## src/rtl/dmem_mmio_bridge.sv

```systemverilog
// Data-memory / MMIO bridge: passes low addresses to dmem and decodes an output FIFO,
// FIFO status word and free-running cycle counter at the top of the address space.
// Optional sticky overflow flag in STAT bit2 when MMIO_OVF_FLAG_EN is defined.
module dmem_mmio_bridge #(
    parameter logic [11:0] MMIO_BASE  = 12'hF00,
    parameter int          FIFO_DEPTH = 8,
    parameter int          CNT_W      = 4
) (
    input  logic        clock,
    input  logic        reset,
    input  logic [11:0] cpu_address,
    input  logic [31:0] cpu_data,
    input  logic        cpu_wren,
    output logic [31:0] cpu_q,
    output logic [11:0] mem_address,
    output logic [31:0] mem_data,
    output logic        mem_wren,
    input  logic [31:0] mem_q,
    output logic [31:0] out_data,
    output logic        out_valid,
    input  logic        out_ready
);

    localparam int              PTR_W     = (FIFO_DEPTH > 1) ? $clog2(FIFO_DEPTH) : 1;
    localparam logic [CNT_W-1:0] DEPTH_LVL = CNT_W'(FIFO_DEPTH);
    localparam logic [11:0]     ADDR_OUT  = MMIO_BASE;
    localparam logic [11:0]     ADDR_STAT = MMIO_BASE + 12'd1;
    localparam logic [11:0]     ADDR_CNT  = MMIO_BASE + 12'd2;

    logic             w_is_dmem;
    logic             w_sel_out;
    logic             w_sel_stat;
    logic             w_sel_cnt;
    logic             w_empty;
    logic             w_full;
    logic             w_pop;
    logic             w_push_req;
    logic             w_push_ok;
    logic             w_ovf;
    logic [31:0]      w_stat;
    logic [31:0]      w_rdata;

    logic [31:0]      r_storage [FIFO_DEPTH];
    logic [PTR_W-1:0] r_wr_ptr;
    logic [PTR_W-1:0] r_rd_ptr;
    logic [CNT_W-1:0] r_level;
    logic [31:0]      r_cnt;
    logic             r_sel_q;
    logic [31:0]      r_rdata_q;

    assign w_is_dmem  = (cpu_address < MMIO_BASE);
    assign w_sel_out  = (cpu_address == ADDR_OUT);
    assign w_sel_stat = (cpu_address == ADDR_STAT);
    assign w_sel_cnt  = (cpu_address == ADDR_CNT);

    assign mem_address = cpu_address;
    assign mem_data    = cpu_data;
    assign mem_wren    = cpu_wren & w_is_dmem;

    assign w_empty    = (r_level == '0);
    assign w_full     = (r_level == DEPTH_LVL);
    assign w_pop      = ~w_empty & out_ready;
    assign w_push_req = cpu_wren & w_sel_out;
    // A full FIFO still takes a push when the head leaves in the same cycle.
    assign w_push_ok  = w_push_req & ((r_level < DEPTH_LVL) | w_pop);

    assign out_valid = ~w_empty;
    assign out_data  = w_empty ? 32'h0 : r_storage[r_rd_ptr];

`ifdef MMIO_OVF_FLAG_EN
    logic r_ovf;

    always_ff @(posedge clock or posedge reset) begin
        if (reset) begin
            r_ovf <= 1'b0;
        end else if (w_push_req & ~w_push_ok) begin
            r_ovf <= 1'b1;
        end else if (cpu_wren & w_sel_stat) begin
            r_ovf <= 1'b0;
        end
    end

    assign w_ovf = r_ovf;
`else
    assign w_ovf = 1'b0;
`endif

    assign w_stat = {16'h0, 8'(r_level), 5'h0, w_ovf, w_full, w_empty};

    always_comb begin
        w_rdata = 32'h0;
        if (w_sel_stat) begin
            w_rdata = w_stat;
        end else if (w_sel_cnt) begin
            w_rdata = r_cnt;
        end
    end

    always_ff @(posedge clock) begin
        if (w_push_ok) begin
            r_storage[r_wr_ptr] <= cpu_data;
        end
    end

    always_ff @(posedge clock or posedge reset) begin
        if (reset) begin
            r_wr_ptr <= '0;
            r_rd_ptr <= '0;
            r_level  <= '0;
        end else begin
            if (w_push_ok) begin
                r_wr_ptr <= r_wr_ptr + 1'b1;
            end
            if (w_pop) begin
                r_rd_ptr <= r_rd_ptr + 1'b1;
            end
            case ({w_push_ok, w_pop})
                2'b10:   r_level <= r_level + 1'b1;
                2'b01:   r_level <= r_level - 1'b1;
                default: r_level <= r_level;
            endcase
        end
    end

    always_ff @(posedge clock or posedge reset) begin
        if (reset) begin
            r_cnt <= 32'h0;
        end else if (cpu_wren & w_sel_cnt) begin
            r_cnt <= cpu_data;
        end else begin
            r_cnt <= r_cnt + 32'd1;
        end
    end

    // MMIO loads are registered so they line up with the dmem syncram latency.
    always_ff @(posedge clock or posedge reset) begin
        if (reset) begin
            r_sel_q   <= 1'b0;
            r_rdata_q <= 32'h0;
        end else begin
            r_sel_q   <= ~w_is_dmem;
            r_rdata_q <= w_rdata;
        end
    end

    assign cpu_q = r_sel_q ? r_rdata_q : mem_q;

endmodule

```

## config.mk

```make
export PLATFORM = sky130hd
export DESIGN_NAME = dmem_mmio_bridge
export DESIGN_NICKNAME = d
export VERILOG_FILES = /design/src/rtl/dmem_mmio_bridge.sv
export SDC_FILE = /design/constraint.sdc
export NUM_CORES = 1
export LEC_CHECK = 0
export BUFFER_PORTS_ARGS = -buffer_cell sky130_fd_sc_hd__buf_2
export CORE_UTILIZATION = 25
export DETAILED_ROUTE_END_ITERATION = 10
export HOLD_SLACK_MARGIN = 0.08
export PLACE_DENSITY = 0.39
export SLEW_MARGIN = 20
export SYNTH_ARGS = -nofsm -noshare
export SYNTH_HDL_FRONTEND = slang
export SYNTH_SLANG_ARGS = --single-unit
```

## constraint.sdc

```tcl
create_clock -name clock -period 4.75 [get_ports clock]
set_input_delay 0.2375 -clock clock [delete_from_list [all_inputs] [get_ports clock]]
set_output_delay 0.2375 -clock clock [all_outputs]
set_load 0.05 [all_outputs]
```

# [Yosys cells after proc, flatten, opt, wreduce, memory -nomap -nowiden]
# Memories as Yosys holds them, arrays and structs flattened.
# Index checks and enable logic that the tools add are counted.
[totals] ff_bits=75 latchBits=0 ramBits=256 romBits=0 output_inout_bits=110 elab_cells=38 n_memories=1
[mem_list] memory="r_storage" words=8 width=32 rd=1 rd_clocked_by_memory_dff=0 wr=1 line_no="43" rtl="logic [31:0] r_storage [FIFO_DEPTH];"
[op_classes] n_addsub=5 mul=0 div_mod_pow=0 magnitude_cmp=2 n_eq_ne=6 shift=0 mux=8 bitwise_logic=8 reduce_logical=2
[op_table] op="two-way mux 32 bit" n=5
[op_table] op="== test 12 bit (second input constant)" n=3
[op_table] op="adder 32 x 1 -> 32 bit (second input constant)" n=1
[op_table] op="< comparator 12 bit (second input constant)" n=1
[op_table] op="one-hot mux 4 bit (2 select lines)" n=1
[op_table] op="adder 3 x 1 -> 3 bit (second input constant)" n=2
[op_table] op="bitwise AND 1 bit" n=5
[op_table] op="adder 4 x 1 -> 4 bit (second input constant)" n=1
[op_table] op="== test 4 bit (second input constant)" n=1
[op_table] op="zero test 4 bit" n=1
[op_table] op="< comparator 4 bit (second input constant)" n=1
[op_table] op="subtractor 4 x 1 -> 4 bit (second input constant)" n=1
[op_table] op="== test 2 x 1 -> 1 bit (second input constant)" n=1
[op_table] op="== test 2 bit (second input constant)" n=1
[op_table] op="two-way mux 1 bit" n=2
[op_table] op="inverter 1 bit" n=2
[op_table] op="nonzero test 2 bit" n=1
[op_table] op="OR 1 bit" n=1

# [Logic depth before layout (Yosys ltp)]
[logic_depth] word_depth=7 mapped_depth=12 depth_no_buf=10

# [Worst setup path before layout]
# No wires, ideal clock.
[synth_timing] path_type="input to register" start="in cpu_address[5]" end="mem r_storage[0][0] (enable)" setup_ns=0.501 arrival_ns=4.089 required_time_ns=4.249 setup_slack_ns=0.160 stages=4 path_buffers=0 path_cell_list="nor4_1 > and4bb_2 > nand4b_4 > nor4_1"
[synth_via] elab_chain_len=5
[synth_rtl] element="start, declared" line_no="11" rtl="input logic [11:0] cpu_address,"
[synth_rtl] element="== test 12 bit" line_no="52" rtl="assign w_sel_out = (cpu_address == ADDR_OUT);"
[synth_rtl] element="bitwise AND 1 bit" line_no="63" rtl="assign w_push_req = cpu_wren & w_sel_out;"
[synth_rtl] element="bitwise AND 1 bit" line_no="65" rtl="assign w_push_ok = w_push_req & ((r_level < DEPTH_LVL) | w_pop);"
[synth_rtl] element="two-way mux 1 bit" line_no="100" rtl="if (w_push_ok) begin"
[synth_rtl] element="two-way mux 1 bit (implied by the code)" line_no="101" rtl="r_storage[r_wr_ptr] <= cpu_data;"
[synth_rtl] element="end, declared" line_no="43"
# No other way between the ends.

# [Final worst setup path]
[layout_timing] start="reg r_rd_ptr[1]" end="out out_data[9]"
[layout_via] elab_chain_len=2
[layout_rtl] element="start, declared" line_no="45" rtl="logic [PTR_W-1:0] r_rd_ptr;"
[layout_rtl] element="start signal, assigned" line_no="115" rtl="r_rd_ptr <= r_rd_ptr + 1'b1;"
[layout_rtl] element="memory read (8 x 32 bit)"
[layout_rtl] element="two-way mux 32 bit" line_no="68" rtl="assign out_data = w_empty ? 32'h0 : r_storage[r_rd_ptr];"
[layout_rtl] element="end, declared" line_no="19" rtl="output logic [31:0] out_data,"
# No other way between the ends.

==> impl_metrics.toml <==
[outcome]
status = "finished clean"

[clock_network]
cts-root-buf = "clkbuf_16"
clk_path_buf_depth = 3
clk_latency_ps = 560
htreeDepth = 2
clock-sinks = 331
cts_buffers = 38
cts_tree = "built"
cts.clk_slew.worst_paths_ps = 60

[worst_setup_path]
critPathTopFamily = "flip-flops"
r2r_start = "r_level[2]$_DFFE_PP0P_"
crit_buf_inv = 2
reg2reg_to = "r_level[2]$_DFFE_PP0P_"
slowest_delay_ps = 950
cpMaxStageDelayCell = "dfrtp_2"
critPathKind = "flip-flop to output pin"
crit_end = "out_data[9]"
r2r_setup_slack_ps = 2350
crit_fanout = 32
critical_path.endpoint_type = "output pin"
startpoint = "r_rd_ptr[1]$_DFFE_PP0P_"
reg2reg_depth = 10
start_kind = "flip-flop"
required_ps = 4510
worst-path-stages = 5
path_cells = "buf_4 -> mux4_2 -> mux2i_1 -> nor2_1 -> buf_2"
worstPathArrival_ps = 2920

[global_routing]
grt_overflow = 0
grt_usage_pct = 12.8
grt_max_degree = 64
grt_pass1_vias = 8264
antenna_found_initial = 1
grt_pass1_wl_um = 53200

[die]
fp.dieH_um = 238
coreArea_mm2 = 0.0551
ios = 190
die-area_mm2 = 0.0567
die_w_um = 238
num_rows = 86
initial_core_util_pct = 25.3

[sta]
slew_violations = 0
holdWs_ps = 120
relSlewSlack_pct = 39.8
fin_crit_sh_pct = 66.5
skew_ps = 13.6
rsz0062_at_grt = "false"
worst_pin_slew_ps = 903
max_freq_mhz = 317
setup_slack_ps = 1590
tns_ps = 0
finalHoldViolCount = 0
setup_viol = 0
period_needed_ps = 3160

[synthesis]
synth_edf_count = 256
syn_area_per_cell_um2 = 17.0
yosys.area.top_type = "edfxtp_1"
syn_area_mm2 = 0.0139
ys_top_cells_by_count = "256 x edfxtp_1, 75 x dfrtp_1, 74 x nor2_1"
synth.distinct_cells = 46
synth_top_area_share_pct = 55.1
synth.most_common_cell = "edfxtp_1"
dominantRegCellSynth = "edfxtp_1"
yosysWarnings = 0
async_flop_share_pct = 22.7
yosys_register_bits = 331
syn_inst = 821
synth.area.top_cells = "edfxtp_1 55%, dfrtp_1 13%, mux4_2 10%"
yosysSeqAreaShare_pct = 68.6
synth.net_count = 907

[min_path]
min_path_type = "input pin to flip-flop"

[drt]
vias = 7668
dr.pass1.iters = 6
drc = 0
final_antenna_net_count = 0
avgViaCountPerCell = 4.27
drt_iter0_drc = 403
wire_per_inst_um = 20.0
routed_wirelength_um = 35900

[pwr]
ir_drop_uv = 389
leakage_uw = 0.00634
p_per_area_mw_per_mm2 = 530

[place]
dp_slack_ps = 1550
dpl_cell_area_mm2 = 0.0155
gp_congestion = 0.675
portBuffers = 189
hpwl_um = 22800

[cells_and_area]
stdcell_area_mm2 = 0.0170
fin_util_pct = 30.9
nets = 1105
area_growth_syn_to_layout_pct = 22.2
drive_gt1_share_pct = 37.6

[run]
drv_cap = 0
[worst min-delay path by stage]
stage                 start                    endpoint  slack [ps]  cells past startpoint
2_1_floorplan   cpu_data[0]   r_storage[0][0]$_DFFE_PP_         340                      0
3_3_place_gp          reset     r_rdata_q[23]$_DFF_PP0_         310                      2
3_5_place_dp          reset     r_rdata_q[23]$_DFF_PP0_         310                      2
4_1_cts        cpu_data[31]  r_storage[1][31]$_DFFE_PP_         110                      1
5_1_grt        cpu_data[31]  r_storage[1][31]$_DFFE_PP_         120                      1
6_report       cpu_data[31]  r_storage[6][31]$_DFFE_PP_         120                      1
[cells by family after synthesis]
kind of cell	count (synthesis)	synth area share, %
and+or+nand+nor	178	7.25
adders and majority gates	6	0.538
DFF	331	68.6
buffers and inverters	95	4.03
xor gates and xnor gates	39	2.45
muxes	132	15.5
AOI/OAI and AO/OA	40	1.61
[per-layer routing]
layer	global-route usage, %	routed length, µm	vias to the layer above
li1	-	-	3493
met2	21.6	17900	147
met1	16.5	15800	3981
met3	2.35	1570	47
met4	3.90	671	0
met5	0	0	-
[stage by stage]
stage | cells | power (µW)
after floorplan | 821 | 5570
after global placement | 1693 | 6320
after detailed placement | 1693 | 6320
after CTS | 1796 | 9230
after global routing | 1797 | 9440
final | 1797 | 9030
[cell usage in the layout (no fill, tap or decap), drive strengths merged]
master	instances
or2	2
mux4	64
and2	3
a21oi	33
ha	6
or3	2
buf	210
nand2b	3
diode	1
nand2	12
bufinv	3
nor2b	3
a31oi	1
nand3	15
dfrtp	75
nand3b	1
nand4	7
and4bb	1
dlygate4sd3	34
o32a	1
xnor2	21
nor4	6
inv	10
nor3	13
clkinv	15
mux2i	32
and4	4
clkbuf	50
a22o	4
edfxtp	256
nor2	74
nand4b	1
nor4b	1
and3	30
mux2	36
xor2	18
o41ai	1
[repair_timing]
item                      CTS  global route
setup buffers               0             0
hold buffers               34             0
resized for setup           0             0
hold endpoints to repair  291             0
[worst reg2reg max path: cells and delay by family, from the launching register on]
kind	cells	cell delay (ps)
buffers and inverters	1	80
xor gates and xnor gates	3	470
AOI/OAI and AO/OA	1	150
and+or+nand+nor	3	620
DFF	1	480
adders and majority gates	2	490
[state kept, by name (all words and copies together), names as in the netlist]
register	flops
r_rd_ptr	3
r_rdata_q	32
r_level	4
r_wr_ptr	3
r_storage	256
r_sel_q	1
r_cnt	32
[power breakdown]
part           internal (µW)  switching [µW]  total, µW
clock                   1660            1180       2840
combinational            974            1760       2730
sequential              3180             273       3460
total                   5820            3210       9030
[cell type report]
class                           instances  area (µm²)
Timing Repair Buffer                  244        1440
Fill cell                            5511       38000
Antenna cell                            1        2.50
Multi-Input combinational cell        395        3870
Tap cell                              748         936
Clock inverter                         19         181
Inverter                                9        35.0
Clock buffer                           50        1010
Sequential cell                       331        9570
Power figures use the tool's default switching activity.
